**src/rtl/sysarr_out_buf.sv**
```systemverilog
// Ping-pong output buffer for a systolic array.
// Rows are written into one bank while the other bank drains a completed
// tile to the consumer. Each bank is marked full when its last row lands,
// and it is released once its last row has been accepted downstream.
module sysarr_out_buf #(
    parameter int DW   = 16,
    parameter int N    = 4,
    parameter int ROWS = 4
) (
    input  logic                    clk,
    input  logic                    nRST,
    input  logic                    flush,
    input  logic                    shift,
    input  logic [DW*N-1:0]         shift_value,
    output logic                    in_ready,
    output logic                    out_valid,
    input  logic                    out_ready,
    output logic [DW*N-1:0]         out_data,
    output logic [$clog2(ROWS)-1:0] out_row,
    output logic                    out_last,
    output logic [1:0]              occupancy,
    output logic                    overflow
);

    localparam int W  = DW * N;
    localparam int RW = $clog2(ROWS);
    localparam logic [RW-1:0] LAST_ROW = RW'(ROWS - 1);

    logic [W-1:0]  mem_q [2][ROWS];
    logic [W-1:0]  mem_d [2][ROWS];
    logic          wr_bank_q, wr_bank_d;
    logic          rd_bank_q, rd_bank_d;
    logic [RW-1:0] wr_row_q, wr_row_d;
    logic [RW-1:0] rd_row_q, rd_row_d;
    logic [1:0]    full_q, full_d;
    logic          overflow_q, overflow_d;
    logic          wr_fire;
    logic          rd_fire;

    // Handshake status comes from registered state only, so a drain that
    // frees a bank cannot let a write into it in the same cycle.
    assign in_ready  = !full_q[wr_bank_q];
    assign out_valid = full_q[rd_bank_q];
    assign out_data  = mem_q[rd_bank_q][rd_row_q];
    assign out_row   = rd_row_q;
    assign out_last  = out_valid && (rd_row_q == LAST_ROW);
    assign occupancy = {1'b0, full_q[0]} + {1'b0, full_q[1]};
    assign overflow  = overflow_q;

    assign wr_fire = shift && in_ready;
    assign rd_fire = out_valid && out_ready;

    // Next-state: pointer advance, bank hand-over, sticky overflow, flush.
    always_comb begin
        mem_d      = mem_q;
        wr_bank_d  = wr_bank_q;
        rd_bank_d  = rd_bank_q;
        wr_row_d   = wr_row_q;
        rd_row_d   = rd_row_q;
        full_d     = full_q;
        overflow_d = overflow_q;

        if (flush) begin
            // Storage is deliberately left alone; only control state clears.
            wr_bank_d  = 1'b0;
            rd_bank_d  = 1'b0;
            wr_row_d   = '0;
            rd_row_d   = '0;
            full_d     = '0;
            overflow_d = 1'b0;
        end else begin
            if (shift && !in_ready) begin
                overflow_d = 1'b1;
            end

            if (wr_fire) begin
                mem_d[wr_bank_q][wr_row_q] = shift_value;
                if (wr_row_q == LAST_ROW) begin
                    wr_row_d          = '0;
                    full_d[wr_bank_q] = 1'b1;
                    wr_bank_d         = ~wr_bank_q;
                end else begin
                    wr_row_d = wr_row_q + 1'b1;
                end
            end

            // Write and drain never touch the same bank in one cycle: a write
            // needs its bank empty, a drain needs its bank full.
            if (rd_fire) begin
                if (rd_row_q == LAST_ROW) begin
                    rd_row_d          = '0;
                    full_d[rd_bank_q] = 1'b0;
                    rd_bank_d         = ~rd_bank_q;
                end else begin
                    rd_row_d = rd_row_q + 1'b1;
                end
            end
        end
    end

    // Control state registers.
    always_ff @(posedge clk or negedge nRST) begin
        if (!nRST) begin
            wr_bank_q  <= 1'b0;
            rd_bank_q  <= 1'b0;
            wr_row_q   <= '0;
            rd_row_q   <= '0;
            full_q     <= '0;
            overflow_q <= 1'b0;
        end else begin
            wr_bank_q  <= wr_bank_d;
            rd_bank_q  <= rd_bank_d;
            wr_row_q   <= wr_row_d;
            rd_row_q   <= rd_row_d;
            full_q     <= full_d;
            overflow_q <= overflow_d;
        end
    end

    // Bank storage; cleared by reset so out_data reads zero afterwards.
    always_ff @(posedge clk or negedge nRST) begin
        if (!nRST) begin
            for (int b = 0; b < 2; b++) begin
                for (int r = 0; r < ROWS; r++) begin
                    mem_q[b][r] <= '0;
                end
            end
        end else begin
            mem_q <= mem_d;
        end
    end

endmodule
```
**config.mk**
```make
export PLATFORM = sky130hd
export DESIGN_NAME = sysarr_out_buf
export DESIGN_NICKNAME = d
export VERILOG_FILES = /design/src/rtl/sysarr_out_buf.sv
export SDC_FILE = /design/constraint.sdc
export NUM_CORES = 1
export LEC_CHECK = 0
export CAP_MARGIN = 20
export CORE_MARGIN = 2
export CORE_UTILIZATION = 35
export CTS_CLUSTER_SIZE = 20
export DETAILED_ROUTE_END_ITERATION = 8
export GPL_TIMING_DRIVEN = 0
export PLACE_DENSITY = 0.64
export SLEW_MARGIN = 40
export SYNTH_ARGS = -nofsm -noshare
export SYNTH_HDL_FRONTEND = slang
export SYNTH_SLANG_ARGS = --single-unit
```
**constraint.sdc**
```tcl
create_clock -name clk -period 3 [get_ports clk]
set_input_delay 0.9 -clock clk [delete_from_list [all_inputs] [get_ports clk]]
set_output_delay 0.9 -clock clk [all_outputs]
set_load 0.01 [all_outputs]
```
; Yosys cells after proc, flatten, opt, wreduce, memory -nomap -nowiden
; Cells that the tools add are included.
[op_classes]
muxes = 39
eq_ne = 2
magnitude_cmp = 10
bitwise_logic = 10
addsub = 3
reduce_logical = 17
[ops]
columns = cell, count
row1 = two-way mux 256 bit, 4
row2 = bitwise mux 512 bit, 1
row3 = demux 256 bit (select 1 bit), 1
row4 = two-way mux 64 bit, 3
row5 = binary-select mux 64 bit (select 2 bit), 1
row6 = demux 64 bit (select 2 bit), 1
row7 = two-way mux 2 bit, 12
row8 = two-way mux 1 bit, 14
row9 = nonzero test 2 bit, 5
row10 = logical AND 1 bit, 8
row11 = ">= comparator 3 bit, second input constant", 2
row12 = NOT 2 -> 3 bit, 2
row13 = AND reduction 2 bit, 3
row14 = "adder 2 x 1 -> 2 bit, second input constant", 2
row15 = "equality test 2 bit, second input constant", 2
row16 = ">= comparator 2 bit, second input constant", 2
row17 = "< comparator 1 x 2 -> 1 bit, second input constant", 2
row18 = NOT 1 -> 2 bit, 2
row19 = "< comparator 3 x 1 -> 1 bit, second input constant", 1
row20 = NOT 1 bit, 3
row21 = adder 1 x 1 -> 2 bit, 1
row22 = bitwise AND 2 bit, 1
row23 = demux 1 bit (select 1 bit), 2
row24 = ">= comparator 1 bit, second input constant", 2
row25 = other kinds (4), 4
[totals]
wordCells = 95
register_bits = 521
output_inout_bits = 72
in_bits = 69

; Depth between registers and ports, before layout
[depth]
word_depth = 12
ltp_mapped = 6
ltp_nobuf = 4

; Least setup slack after synthesis
; OpenSTA, ideal clock, no wires.
[synth_path]
kind = reg2out
start = reg rd_row_q[0], in the netlist out_row[0]
end = out out_data[54]
setup_slack_ns = 0.431
stages_incl_launch_ff = 7
n_path_buf = 3
required_ns = 2.100
arrival_time_ns = 1.669
path_cell_list = dfrtp_1 -> clkbuf_1 -> buf_2 -> buf_2 -> mux4_2 -> nand2_1 -> nand2_1
[synth_via]
elab_chain_cells = 4
[synth_lines]
columns = element, line
row1 = "start, declared", 34  ; logic [RW-1:0] rd_row_q, rd_row_d;
row2 = "start signal, assigned", 114  ; rd_row_q <= rd_row_d;
row3 = NOT 2 -> 3 bit (implied by the code), 44  ; assign out_data = mem_q[rd_bank_q][rd_row_q];
row4 = binary-select mux 64 bit (select 2 bit), 44
row5 = two-way mux 64 bit (implied by the code) (2 in a row), 44
row6 = "end, declared", 18  ; output logic [DW*N-1:0] out_data,
; No other way between the ends. The select of a mux whose other input is x is not followed.

; Final worst setup path
[layout_path]
start = reg rd_row_q[0], in the netlist out_row[0]
end = out out_data[7]
; The elaborated chain is that of the path after synthesis.

==> summary.txt <==
OUTCOME
----------------------------------------------------------------------------------
Result of the run                                                     finished with violations
Violations in the final reports                                       negative setup slack

WORST SETUP PATH
----------------------------------------------------------------------------------
Crit path max-delay family                                            buffers and inverters
Critical setup path kind                                              flop to output port
Startpoint Class                                                              flop
Stages on worst setup path                                                       9
Data required time at the worst endpoint                                   2.10 ns
Number of cell instances on the worst register-to-register path                  5
Critical Path Most Common Cell                                        sky130_fd_sc_hd__buf_6
Delay of the slowest critical-path stage                                   0.49 ns
Critical path buffers and inverters                                              6
Arrival time reported for the critical path endpoint                       2.45 ns
Master of the slowest instance on the critical path                   sky130_fd_sc_hd__mux4_2
R2r startpoint                                                           full_q[1]
Critical path capture point type                                       output port
Source of the critical timing path                                      out_row[0]
Critical path peak fanout                                                        7
Ordered list of cells on the worst path                               buf_8 -> buf_16 -> buf_12 -> buf_6 -> buf_6 -> mux4_2 -> nand2_2 -> nand2_2 -> buf_6
R2R setup slack                                                            0.84 ns
End point of the critical path                                         out_data[7]
FF-to-FF End                                                            mem_q[169]

SYNTH
----------------------------------------------------------------------------------
Synth Area in Adders                                                        0.319%
Seq cells post-synth                                                           521
Synth top cells by count                                              sky130_fd_sc_hd__dfrtp_1, sky130_fd_sc_hd__mux2_2, sky130_fd_sc_hd__nand2_1
Count of warnings emitted by yosys                                               0
Count of cell types in the netlist                                              29
Async set or reset register ratio after synthesis                             100%
Compound-cell area share of the yosys netlist                               0.410%
Primary flip-flop cell chosen by synthesis mapping                    sky130_fd_sc_hd__dfrtp_1
Main combinational cell family by area after synthesis                multiplexers
Cell accounting for the most synthesized area                         sky130_fd_sc_hd__dfrtp_1
Cell types with the largest area share after synthesis                sky130_fd_sc_hd__dfrtp_1, sky130_fd_sc_hd__mux2_2, sky130_fd_sc_hd__mux4_2, sky130_fd_sc_hd__nand2_1, sky130_fd_sc_hd__buf_6
Top-area cell type share of the netlist area                                 55.4%
Synthesized-area fraction occupied by xor and xnor cells                        0%
Simple-gate portion of the synthesized area                                  3.69%
Sequential cell area fraction in the yosys report                            55.4%
Average size of a mapped cell                                           15.7 sq um
Most common cell in the netlist                                       sky130_fd_sc_hd__dfrtp_1
Proportion of synthesized area in mux cells                                  36.9%
Post-synth EDFFs                                                                 0
Cell area after synthesis                                             0.0235 sq mm
Net count after synthesis                                                     1572
Number of cells produced by synthesis                                         1497

DIE
----------------------------------------------------------------------------------
Effective utilization at floorplan                                           35.2%
Horizontal die dimension                                                    263 um
Die footprint                                                         0.0693 sq mm
Top Ports                                                                      141
Core Rows                                                                       95
Die height                                                                  263 um
Core Box Area                                                         0.0668 sq mm

GLOBAL ROUTING
----------------------------------------------------------------------------------
Met3 track demand over resource in global routing                            3.15%
Antenna violations before repair                                                 3
First-pass GRT wire length                                                88900 um
Met2 usage                                                                   27.2%
Total global routing overflow                                                    0
Vias in the first global route                                               14575
Total routing usage reported by global routing                               16.6%
Largest net degree at the start of global routing                               78
Met1 global-route usage                                                      22.9%
Most used routing layer in global routing                                     met2

TIMING
----------------------------------------------------------------------------------
Setup TNS after final layout                                             -17.05 ns
Worst path setup slack after routing                                     -0.346 ns
Endpoints failing hold                                                           0
Least-Margin Pin Slew                                                     0.631 ns
Maximum clock skew at final layout                                       0.0255 ns
RSZ-0062 raised after global routing                                           yes
Final setup fails                                                               63
Fmax achieved                                                              299 MHz
Relative slew slack                                                          57.9%
Period Utilization, post-route                                                112%
Min Tclk post-route                                                        3.35 ns
Final Slew Violations                                                            0

FINISH
----------------------------------------------------------------------------------
Antenna diode count                                                              0
Net count, final                                                              1838
Final core occ                                                               43.9%
Relative area change from synthesis to final layout                          24.8%
Footprint of the flip-flops and latches                               0.0130 sq mm
Layout cell share with drive strength beyond 1                               59.1%
Total area of multi-input combinational cells                         0.0100 sq mm
Number of cells in the finished layout apart from fillers                     2677
Layout fillers                                                                5936

HOLD PATH
----------------------------------------------------------------------------------
Worst min-delay path class                                            input port to async pin

CLOCK NETWORK
----------------------------------------------------------------------------------
Clock Tree Root                                                       sky130_fd_sc_hd__clkbuf_16
Max Buffers Root-to-Sink                                                         3
Number of buffers created by CTS                                                56
Source-to-sink clock delay at the later pin of the worst-skew pair         0.61 ns
CTS clk-pin slew, worst paths                                              0.06 ns
Clock Sinks                                                                    521
Deepest level of the CTS H-tree                                                  2
Clock tree from TritonCTS                                                    built

PLACED DESIGN
----------------------------------------------------------------------------------
Total placed cells including tap cells                                        2515
Detail Placement HPWL                                                     36700 um
Worst slack, placed                                                      -0.831 ns
Total of buffers placed on input and output ports                              138
RD Place Congestion                                                          0.740

DETAILED ROUTING
----------------------------------------------------------------------------------
Remaining number of nets flagged by the antenna check after routing              0
Via count of the routed design                                               13616
Total detailed-routing wirelength                                         57100 um
1st-pass router iterations                                                       4
Initial DRC count                                                              667
WL per Instance                                                            21.3 um
Vias per cell                                                                 5.09
DRC violation count after routing                                                0

FLOW RUN
----------------------------------------------------------------------------------
Max cap viols                                                                    0

POWER
----------------------------------------------------------------------------------
Leakage dissipation                                                        13.6 nW
Pwr/cell area                                                          640 mW/mm^2
Overall power after layout                                                 18.8 mW
VDD IR-drop max                                                           0.436 mV

-- sequential cells by signal, indices dropped and copies added, names as in the netlist --
| signal | cells |
|---|---|
| wr_row_q | 2 |
| out_row | 2 |
| rd_bank_q | 1 |
| mem_q | 512 |
| overflow | 1 |
| wr_bank_q | 1 |
| full_q | 2 |
-- layer usage --
metal / wire length, um / vias to the layer above
met3: 2450 / 80
met4: 1100 / 6
li1: - / 6032
met5: 37 / -
met1: 25600 / 7267
met2: 27900 / 231
-- repair_timing --
action / in CTS / in global routing
gates resized for setup: 458 / 85
endpoints found under the setup margin: 66 / 65
gates cloned: 3 / 3
hold buffers: 0 / 0
setup buffers: 35 / 26
pin swaps: 17 / 38
-- cell type report --
class                           instances  area share [%]
Sequential cell                       521            44.4
Multi-Input combinational cell        876            34.1
Timing Repair Buffer                  209            7.89
Clock buffer                           90            5.76
Tap cell                              873            3.72
Buffer                                 93            3.61
Clock inverter                          9           0.388
Inverter                                6          0.0767
-- worst min-delay path by stage --
stage,end,from
detailed placement,overflow,overflow
global route,mem_q[177],nRST
global placement,overflow,overflow
finish,mem_q[177],nRST
floorplan,mem_q[100],mem_q[100]
CTS,mem_q[177],nRST
-- logic make-up after synthesis --
group | after synthesis
buf+inv | 100
simple gates | 214
compound gates | 14
flops | 521
fa+ha+maj | 6
mux | 642
-- per-stage QoR --
stage          hold slack [ns]  area, sq um
6_report                 0.186        29300
5_1_grt                  0.190        29300
4_1_cts                  0.170        28900
3_5_place_dp             0.483        26200
3_3_place_gp             0.481        26000
2_1_floorplan            0.474        23500
-- worst register-to-register path: cells and delay by family, from the launching register on --
family	cells	cell delay [ns]
buffers and inverters	2	0.42
DFF	1	0.52
muxes	1	0.36
and+or+nand+nor	2	0.72
-- cells in the final DEF, fill, tap and decap left out, types with 6 or more instances in the layout --
cell type and n:
sky130_fd_sc_hd__buf_12 19, sky130_fd_sc_hd__buf_16 11, sky130_fd_sc_hd__buf_2 13, sky130_fd_sc_hd__buf_4 27, sky130_fd_sc_hd__buf_6 117, sky130_fd_sc_hd__buf_8 7
sky130_fd_sc_hd__clkbuf_1 19, sky130_fd_sc_hd__clkbuf_16 59, sky130_fd_sc_hd__clkbuf_2 19, sky130_fd_sc_hd__clkbuf_4 11, sky130_fd_sc_hd__clkbuf_8 17, sky130_fd_sc_hd__clkdlybuf4s50_1 72
sky130_fd_sc_hd__dfrtp_1 517, sky130_fd_sc_hd__ha_1 6, sky130_fd_sc_hd__inv_1 6, sky130_fd_sc_hd__mux2_2 512, sky130_fd_sc_hd__mux4_2 128, sky130_fd_sc_hd__nand2_1 93
sky130_fd_sc_hd__nand2_2 102, sky130_fd_sc_hd__nand2_4 7
-- power by group --
part	total, mW	internal (mW)	switching, mW	leakage (nW)
registers	8.74	8.20	0.542	6.87
logic	3.22	1.94	1.29	5.86
clock network	6.80	3.99	2.81	0.886
total	18.8	14.1	4.64	13.6
Power figures use the tool's default switching activity.
